### config.mk
export PLATFORM = sky130hd
export DESIGN_NAME = pulpino_boot_seq
export DESIGN_NICKNAME = d
export VERILOG_FILES = /design/src/rtl/pulpino_boot_pkg.sv /design/src/rtl/boot_sync.sv /design/src/rtl/pulpino_boot_seq.sv
export SDC_FILE = /design/constraint.sdc
export NUM_CORES = 1
export LEC_CHECK = 0
export BUFFER_PORTS_ARGS = -buffer_cell sky130_fd_sc_hd__buf_2
export CAP_MARGIN = 20
export CORE_MARGIN = 2
export CORE_UTILIZATION = 53
export DETAILED_ROUTE_END_ITERATION = 6
export GPL_ROUTABILITY_DRIVEN = 1
export GPL_TIMING_DRIVEN = 0
export PLACE_DENSITY = 0.81
export SLEW_MARGIN = 20
export SYNTH_ARGS = -nofsm -noshare
export SYNTH_HDL_FRONTEND = slang
export SYNTH_SLANG_ARGS = --single-unit
### constraint.sdc
create_clock -name clk -period 3.2 [get_ports clk]
set_input_delay 0.64 -clock clk [delete_from_list [all_inputs] [get_ports clk]]
set_output_delay 0.64 -clock clk [all_outputs]
set_load 0.005 [all_outputs]
### src/rtl/pulpino_boot_pkg.sv
// Shared types and default timing constants for the PULPino boot sequencer.
package pulpino_boot_pkg;

    typedef enum logic [1:0] {
        RESET_HOLD = 2'd0,
        RELEASE    = 2'd1,
        WAIT_LOAD  = 2'd2,
        RUN        = 2'd3
    } boot_state_e;

    localparam int DEF_POR_CYCLES      = 1024;
    localparam int DEF_FETCH_DLY       = 8;
    localparam int DEF_SPI_IDLE_CYCLES = 4096;
    localparam int DEF_TIMEOUT_CYCLES  = 1 << 20;

    // Counter width large enough to hold any count up to the timeout.
    function automatic int boot_cnt_width(input int timeout_cycles);
        return $clog2(timeout_cycles) + 1;
    endfunction

endpackage

### src/rtl/boot_sync.sv
// Two-flop synchronizer for a single asynchronous level, with a selectable reset value.
module boot_sync #(
    parameter logic RST_VAL = 1'b1
) (
    input  logic clk,
    input  logic rst,
    input  logic d_i,
    output logic q_o
);

    logic [1:0] sync_q;
    logic [1:0] sync_d;

    always_comb begin
        sync_d = {sync_q[0], d_i};
    end

    always_ff @(posedge clk) begin
        if (rst) begin
            sync_q <= {2{RST_VAL}};
        end else begin
            sync_q <= sync_d;
        end
    end

    assign q_o = sync_q[1];

endmodule

### src/rtl/pulpino_boot_seq.sv
// Boot sequencer: drives the SoC reset and fetch enable, optionally parking the core
// until an SPI load finishes (done strobe, bus quiescence or timeout).
module pulpino_boot_seq
    import pulpino_boot_pkg::*;
#(
    parameter int POR_CYCLES      = DEF_POR_CYCLES,
    parameter int FETCH_DLY       = DEF_FETCH_DLY,
    parameter int SPI_IDLE_CYCLES = DEF_SPI_IDLE_CYCLES,
    parameter int TIMEOUT_CYCLES  = DEF_TIMEOUT_CYCLES
) (
    input  logic       clk,
    input  logic       rst,
    input  logic       boot_mode_i,
    input  logic       spi_cs_i,
    input  logic       loader_done_i,
    input  logic       soft_reset_i,
    output logic       rst_n_o,
    output logic       fetch_enable_o,
    output logic [1:0] state_o,
    output logic       boot_timeout_o
);

    localparam int CNT_W = boot_cnt_width(TIMEOUT_CYCLES);

    localparam logic [CNT_W-1:0] POR_LAST  = CNT_W'(POR_CYCLES - 1);
    localparam logic [CNT_W-1:0] FDLY_LAST = CNT_W'(FETCH_DLY - 1);
    localparam logic [CNT_W-1:0] IDLE_LAST = CNT_W'(SPI_IDLE_CYCLES - 1);
    localparam logic [CNT_W-1:0] IDLE_MAX  = CNT_W'(SPI_IDLE_CYCLES);
    localparam logic [CNT_W-1:0] TO_LAST   = CNT_W'(TIMEOUT_CYCLES - 1);

    boot_state_e       state_q, state_d;
    logic [CNT_W-1:0]  cnt_q, cnt_d;
    logic [CNT_W-1:0]  idle_cnt_q, idle_cnt_d;
    logic              seen_cs_q, seen_cs_d;
    logic              boot_timeout_q, boot_timeout_d;
    logic              rst_n_q, rst_n_d;
    logic              fetch_en_q, fetch_en_d;
    logic              cs_s;
    logic              idle_exit;
    logic              timeout_hit;

    // CS idles high, so the synchronizer resets to 1 to avoid a phantom CS-low.
    boot_sync #(
        .RST_VAL (1'b1)
    ) u_cs_sync (
        .clk (clk),
        .rst (rst),
        .d_i (spi_cs_i),
        .q_o (cs_s)
    );

    always_comb begin
        state_d        = state_q;
        cnt_d          = cnt_q;
        idle_cnt_d     = idle_cnt_q;
        seen_cs_d      = seen_cs_q;
        boot_timeout_d = boot_timeout_q;
        idle_exit      = 1'b0;
        timeout_hit    = 1'b0;

        case (state_q)
            RESET_HOLD: begin
                if (cnt_q == POR_LAST) begin
                    state_d = RELEASE;
                    cnt_d   = '0;
                end else begin
                    cnt_d = cnt_q + 1'b1;
                end
            end
            RELEASE: begin
                if (cnt_q == FDLY_LAST) begin
                    state_d = boot_mode_i ? WAIT_LOAD : RUN;
                    cnt_d   = '0;
                end else begin
                    cnt_d = cnt_q + 1'b1;
                end
            end
            WAIT_LOAD: begin
                cnt_d = cnt_q + 1'b1;
                if (!cs_s) begin
                    seen_cs_d  = 1'b1;
                    idle_cnt_d = '0;
                end else if (idle_cnt_q != IDLE_MAX) begin
                    idle_cnt_d = idle_cnt_q + 1'b1;
                end
                idle_exit   = seen_cs_q && cs_s && (idle_cnt_q == IDLE_LAST);
                timeout_hit = (cnt_q == TO_LAST);
                if (loader_done_i || idle_exit || timeout_hit) begin
                    state_d = RUN;
                end
                // The flag records only exits that the timeout alone caused.
                if (timeout_hit && !loader_done_i && !idle_exit) begin
                    boot_timeout_d = 1'b1;
                end
            end
            RUN: begin
            end
            default: begin
                state_d = RESET_HOLD;
            end
        endcase

        if (soft_reset_i) begin
            state_d    = RESET_HOLD;
            cnt_d      = '0;
            idle_cnt_d = '0;
            seen_cs_d  = 1'b0;
        end

        rst_n_d    = (state_d != RESET_HOLD);
        fetch_en_d = (state_d == RUN);
    end

    always_ff @(posedge clk) begin
        if (rst) begin
            state_q        <= RESET_HOLD;
            cnt_q          <= '0;
            idle_cnt_q     <= '0;
            seen_cs_q      <= 1'b0;
            boot_timeout_q <= 1'b0;
            rst_n_q        <= 1'b0;
            fetch_en_q     <= 1'b0;
        end else begin
            state_q        <= state_d;
            cnt_q          <= cnt_d;
            idle_cnt_q     <= idle_cnt_d;
            seen_cs_q      <= seen_cs_d;
            boot_timeout_q <= boot_timeout_d;
            rst_n_q        <= rst_n_d;
            fetch_en_q     <= fetch_en_d;
        end
    end

    assign rst_n_o        = rst_n_q;
    assign fetch_enable_o = fetch_en_q;
    assign state_o        = state_q;
    assign boot_timeout_o = boot_timeout_q;

endmodule

[Yosys cells after proc, flatten, opt, wreduce, memory -nomap -nowiden]
Index checks and enable logic that the tools add are counted.
Word-level totals
  register bits: 50
  bits of input ports: 6
  output and inout bits: 5
  logic and storage cells: 46
Operators by class
  add/subtract/negate cells: 2
  equal/unequal tests: 9
  multiplexer cells: 11
  bitwise gates (word level): 1
  reduce and logical (&&, ||, !) cells: 15
Operators by type and width (count)
  2-to-1 mux 21 bit: 4
  case mux 21 bit (3 select lines): 1
  adder 21 x 1 -> 21 bit (second input constant): 2
  equality test 21 x 10 -> 1 bit (second input constant): 1
  equality test 21 x 12 -> 1 bit (second input constant): 1
  equality test 21 x 20 -> 1 bit (second input constant): 1
  equality test 21 x 3 -> 1 bit (second input constant): 1
  != test 21 x 13 -> 1 bit (second input constant): 1
  2-to-1 mux 2 bit: 4
  case mux 2 bit (3 select lines): 1
  AND reduction 2 bit: 3
  equality test 2 bit (second input constant): 2
  logical AND 1 bit: 4
  nonzero test 3 bit: 1
  equality test 2 x 1 -> 1 bit (second input constant): 1
  logical NOT 1 bit: 2
  logical NOT 2 bit: 1
  logical OR 1 bit: 2
  != test 2 bit (second input constant): 1
  nonzero test 2 bit: 1
  OR reduction 2 bit: 1
  2-to-1 mux 1 bit: 1
  inverter 1 bit: 1

[Longest topological paths before layout]
  depth after elaboration: 8
  gate-level depth with buffers: 8
  depth with buffers taken out: 7

[Hierarchy]
Synthesis repeated with hierarchy kept, for this count alone.
Second synthesis, totals
  cells, all modules: 276
  area total of the unflattened synthesis: 2458.6 µm²
By module, submodules not included
  pulpino_boot_seq: times used 1, cells an instance 272, area an instance 2406.1 µm², seq. area each 960.9 µm²
  boot_sync: times used 1, cells an instance 4, area an instance 52.6 µm², seq. area each 40.0 µm²

[Least setup slack after synthesis]
No wires, ideal clock.
  path type: register to register
  start point: register state_q[0], in the netlist state_o[0]
  end point: register rst_n_q, in the netlist rst_n_o
  setup time: 0.137 ns
  arrival: 1.829 ns
  data required time: 3.063 ns
  setup slack: 1.234 ns
  stages on the path, launching flop included: 9
  buffers on the path: 1
  clock period less this slack: 1.966 ns
  cells stage by stage: dfxtp_1 > inv_1 > ha_1 > buf_1 > inv_1 > nor2_1 > a31o_2 > a221oi_1 > o211ai_1
Between the ends
  word-level cells in the longest chain between the ends: 4
  elaborated cells between the ends (all ways): 9
  those cells by class: 2 x eq/ne; 5 x mux; 2 x reduce/logical
Ends and longest elaborated chain
  start, declared: RTL line pulpino_boot_seq.sv:31  | boot_state_e state_q, state_d;
  start signal, assigned: RTL line pulpino_boot_seq.sv:124  | state_q <= state_d;
  equality test 2 bit (tied with other cells): RTL line pulpino_boot_seq.sv:61  | case (state_q)
  case mux 2 bit (3 select lines) *: RTL line pulpino_boot_seq.sv:61
  2-to-1 mux 2 bit *: RTL line pulpino_boot_seq.sv:103  | if (soft_reset_i) begin
  nonzero test 2 bit *: RTL line pulpino_boot_seq.sv:110  | rst_n_d = (state_d != RESET_HOLD);
  end signal, assigned: RTL line pulpino_boot_seq.sv:129  | rst_n_q <= rst_n_d;
  end, declared: RTL line pulpino_boot_seq.sv:36  | logic rst_n_q, rst_n_d;
Every way passes the cells marked *; elsewhere a longest branch is shown, timed or not.
A chain may end at the register's enable or synchronous reset.

[Worst setup path in the final report]
Ends and elaborated chain as after synthesis.

==> metrics.txt <==
post-synthesis mux area share 2.462%; clock skew about 0.0048 ns; CTS tree yes; cts repair resizes 0; Inserted Diodes 0; Yosys cell types 55; CP arrival between 2 and 3 ns; Worst R2R Start state_o[0]$_SDFF_PP0_; DR pass1 iterations 4; run status completed; core outline area a little over 0.005 mm^2; GR peak layer met2; RSZ-0062 raised after global routing no; setup TNS 0 ns; flops & latches, synth 50; Fmax about 420 MHz; met3 usage around 4.5%; Critical Path RT 3.38 ns; adder-cell share of the synthesized area under 10%; final hold violations 0; total CTS buffers 5; headroom to the max-slew limit a little under three fifths; Final nets 363; DP Wirelength 4.263 mm; root buf cell clkbuf_8; fin crit period around 2.4 ns; Die X ~77 um; initial core utilization a little under three fifths; # IOs 11; Ys Warns 0; internal power between 0.8 and 0.9 mW; post-place setup slack 0.8798 ns; Synth Flop Type dfxtp_1; Worst R2R Setup Slack 0.79 ns; sequential power share between 50 and 60%; Avg Cell Area, Syn 8.600 um^2; drt total wl around 6.0 mm; Hold Crit Start u_cs_sync.sync_q[0]$_SDFF_PP1_; NetSw roughly 0.24 mW; routability cong. approximately 0.88; leading area contributor after synthesis dfxtp_1; EDFF count, synth 0; area share of the leading cell type in the synthesized netlist a little over a third; initial antenna violation count 0; cell area power density between 300 and 400 mW/mm^2; first-pass GRT wire length approximately 11 mm; post-synthesis xor/xnor area fraction ~5.2%; largest net degree at the start of global routing 16; CP Capture Type register; Post-Synth Simple-Gate Area 32.22%; final cycle utilization of the critical path between 70% and 80%; hold buffer count at CTS 0; DP Area 0.002984 mm^2; Clock power frac between 30% and 40%; Longest Clk Path Bufs 2; most frequent cells in the layout dfxtp_1 (50), nor2_1 (27), nand3_1 (27), nand2_1 (22), a31oi_1 (19); I/O Buffers 10; vias in the first global route approximately 2.3k; Worst-path clk slew about 0.090 ns; Logic pwr share 3.5%; Synth async-reset ratio 0%; Worst setup SP type register; combinational family with the most area after synthesis simple AND/OR/NAND/NOR gates; Synth area leaders dfxtp_1 (35%), nand3_1 (4.7%), a31oi_1 (4.2%); most common cell after layout, fill and taps aside dfxtp_1; drt drc 0; M1 GR Usage between 30% and 40%; maxcap violations 0; finished layout cell area 0.003079 mm^2; Min Hold Slack 0.4231 ns; Post-Synthesis Cells about 330; drt wl/cell about 14 um; Rows 26; Post-Syn Area 0.002846 mm^2; Slew Limit Fails 0; clock latency on the worst-skew pair between 0.3 and 0.4 ns; worst slew pin tran 0.6319 ns; area delta synth->final 8.176%; area of the die ~0.0060 mm^2; met2 Use GR between 30% and 40%; # setup viols final 0; Critical Path Start state_o[0]$_SDFF_PP0_; final design utilization 59.91%; initial DRC count between 150 and 200; gr ovfl total 0; buffer count from post-CTS setup fixing 0; worst-path fanout max 10; syn nets between 300 and 400; Vias/cell just over 6; Crit Path Category register to register; htree depth 2; Tightest Hold Check Type register to register; Global Route Usage Sum 21.16%; remaining antenna violation count 0; CTS sink cnt 50; static leakage power around 1.1 nW; Worst VDD drop approximately 0.21 mV; Synth Area in Compound Gates roughly 16%; ratio of cells with drive above 1 in the final layout 14.33%; Die Y just under 80 um; post-layout worst setup margin around 0.8 ns; sw frac between 20% and 30%; sequential area share after synthesis a little over a third; DR vias ~2.6k
## registers in the layout, indices dropped and copies added (netlist names)
register          flops
u_cs_sync.sync_q      2
idle_cnt_q           21
state_o               2
cnt_q                21
rst_n_o               1
seen_cs_q             1
boot_timeout_o        1
fetch_enable_o        1
## final cells by class
type / count / area [um^2]
plain buffers: 13 / 77.57
well taps: 70 / 87.58
clock inverters: 2 / 12.51
multi-input cells: 254 / 1715
inverters: 14 / 52.55
repair buffers: 10 / 50.05
fillers: 470 / 2061
flip-flops and latches: 50 / 1001
clock buffers: 6 / 82.58
## cells by family (layout without fill, tap and decap cells)
family | count (synthesis) | after routing
AOI/OAI and AO/OA | 67 | 67
xor gates and xnor gates | 17 | 17
adders and majority gates | 9 | 9
buffers and inverters | 27 | 45
DFF | 50 | 50
muxes | 7 | 7
and+or+nand+nor | 154 | 154
## power by group through the flow
stage | sequential [mW] | combinational [mW] | clock [mW]
after floorplan | 0.641 | 0.0255 | 0
after global placement | 0.641 | 0.0363 | 0
after detailed placement | 0.641 | 0.0366 | 0
after CTS | 0.626 | 0.0370 | 0.399
after global routing | 0.627 | 0.0409 | 0.420
final | 0.627 | 0.0371 | 0.392
## Yosys cell counts, drive strengths merged (10+ instances only)
master and number:
a21oi 13, a31oi 19, and3 11, buf 10, dfxtp 50, inv 14
nand2 22, nand3 29, nand4 13, nor2 27, nor4 12, o21ai 13
xor2 12
## layer usage
| metal | vias to the layer above | wire [um] |
|---|---|---|
| li1 | 1282 | - |
| met1 | 1191 | 3012 |
| met2 | 67 | 2511 |
| met3 | 14 | 311 |
| met4 | 0 | 127 |
| met5 | - | 0 |
## final timing paths
kind	endpoint	depth (start not counted)
max	rst_n_o$_SDFF_PP0_	8
max reg2reg	rst_n_o$_SDFF_PP0_	8
min reg2reg	u_cs_sync.sync_q[1]$_SDFF_PP1_	1
min	u_cs_sync.sync_q[1]$_SDFF_PP1_	1
## critical path, cell delays in order, from the launching register on
cell,delay [ns]
dfxtp_1,0.47
inv_1,0.18
ha_1,0.29
buf_1,0.26
inv_1,0.16
nor2_1,0.07
a31o_2,0.24
a221oi_1,0.42
o211ai_1,0.18
## stage by stage
| stage | power, mW | std cells |
|---|---|---|
| final | 1.056 | 419 |
| after global routing | 1.088 | 419 |
| after global placement | 0.6773 | 411 |
| after CTS | 1.062 | 419 |
| after floorplan | 0.6661 | 331 |
| after detailed placement | 0.6777 | 411 |
No activity file was read; power rests on OpenSTA's default activity.
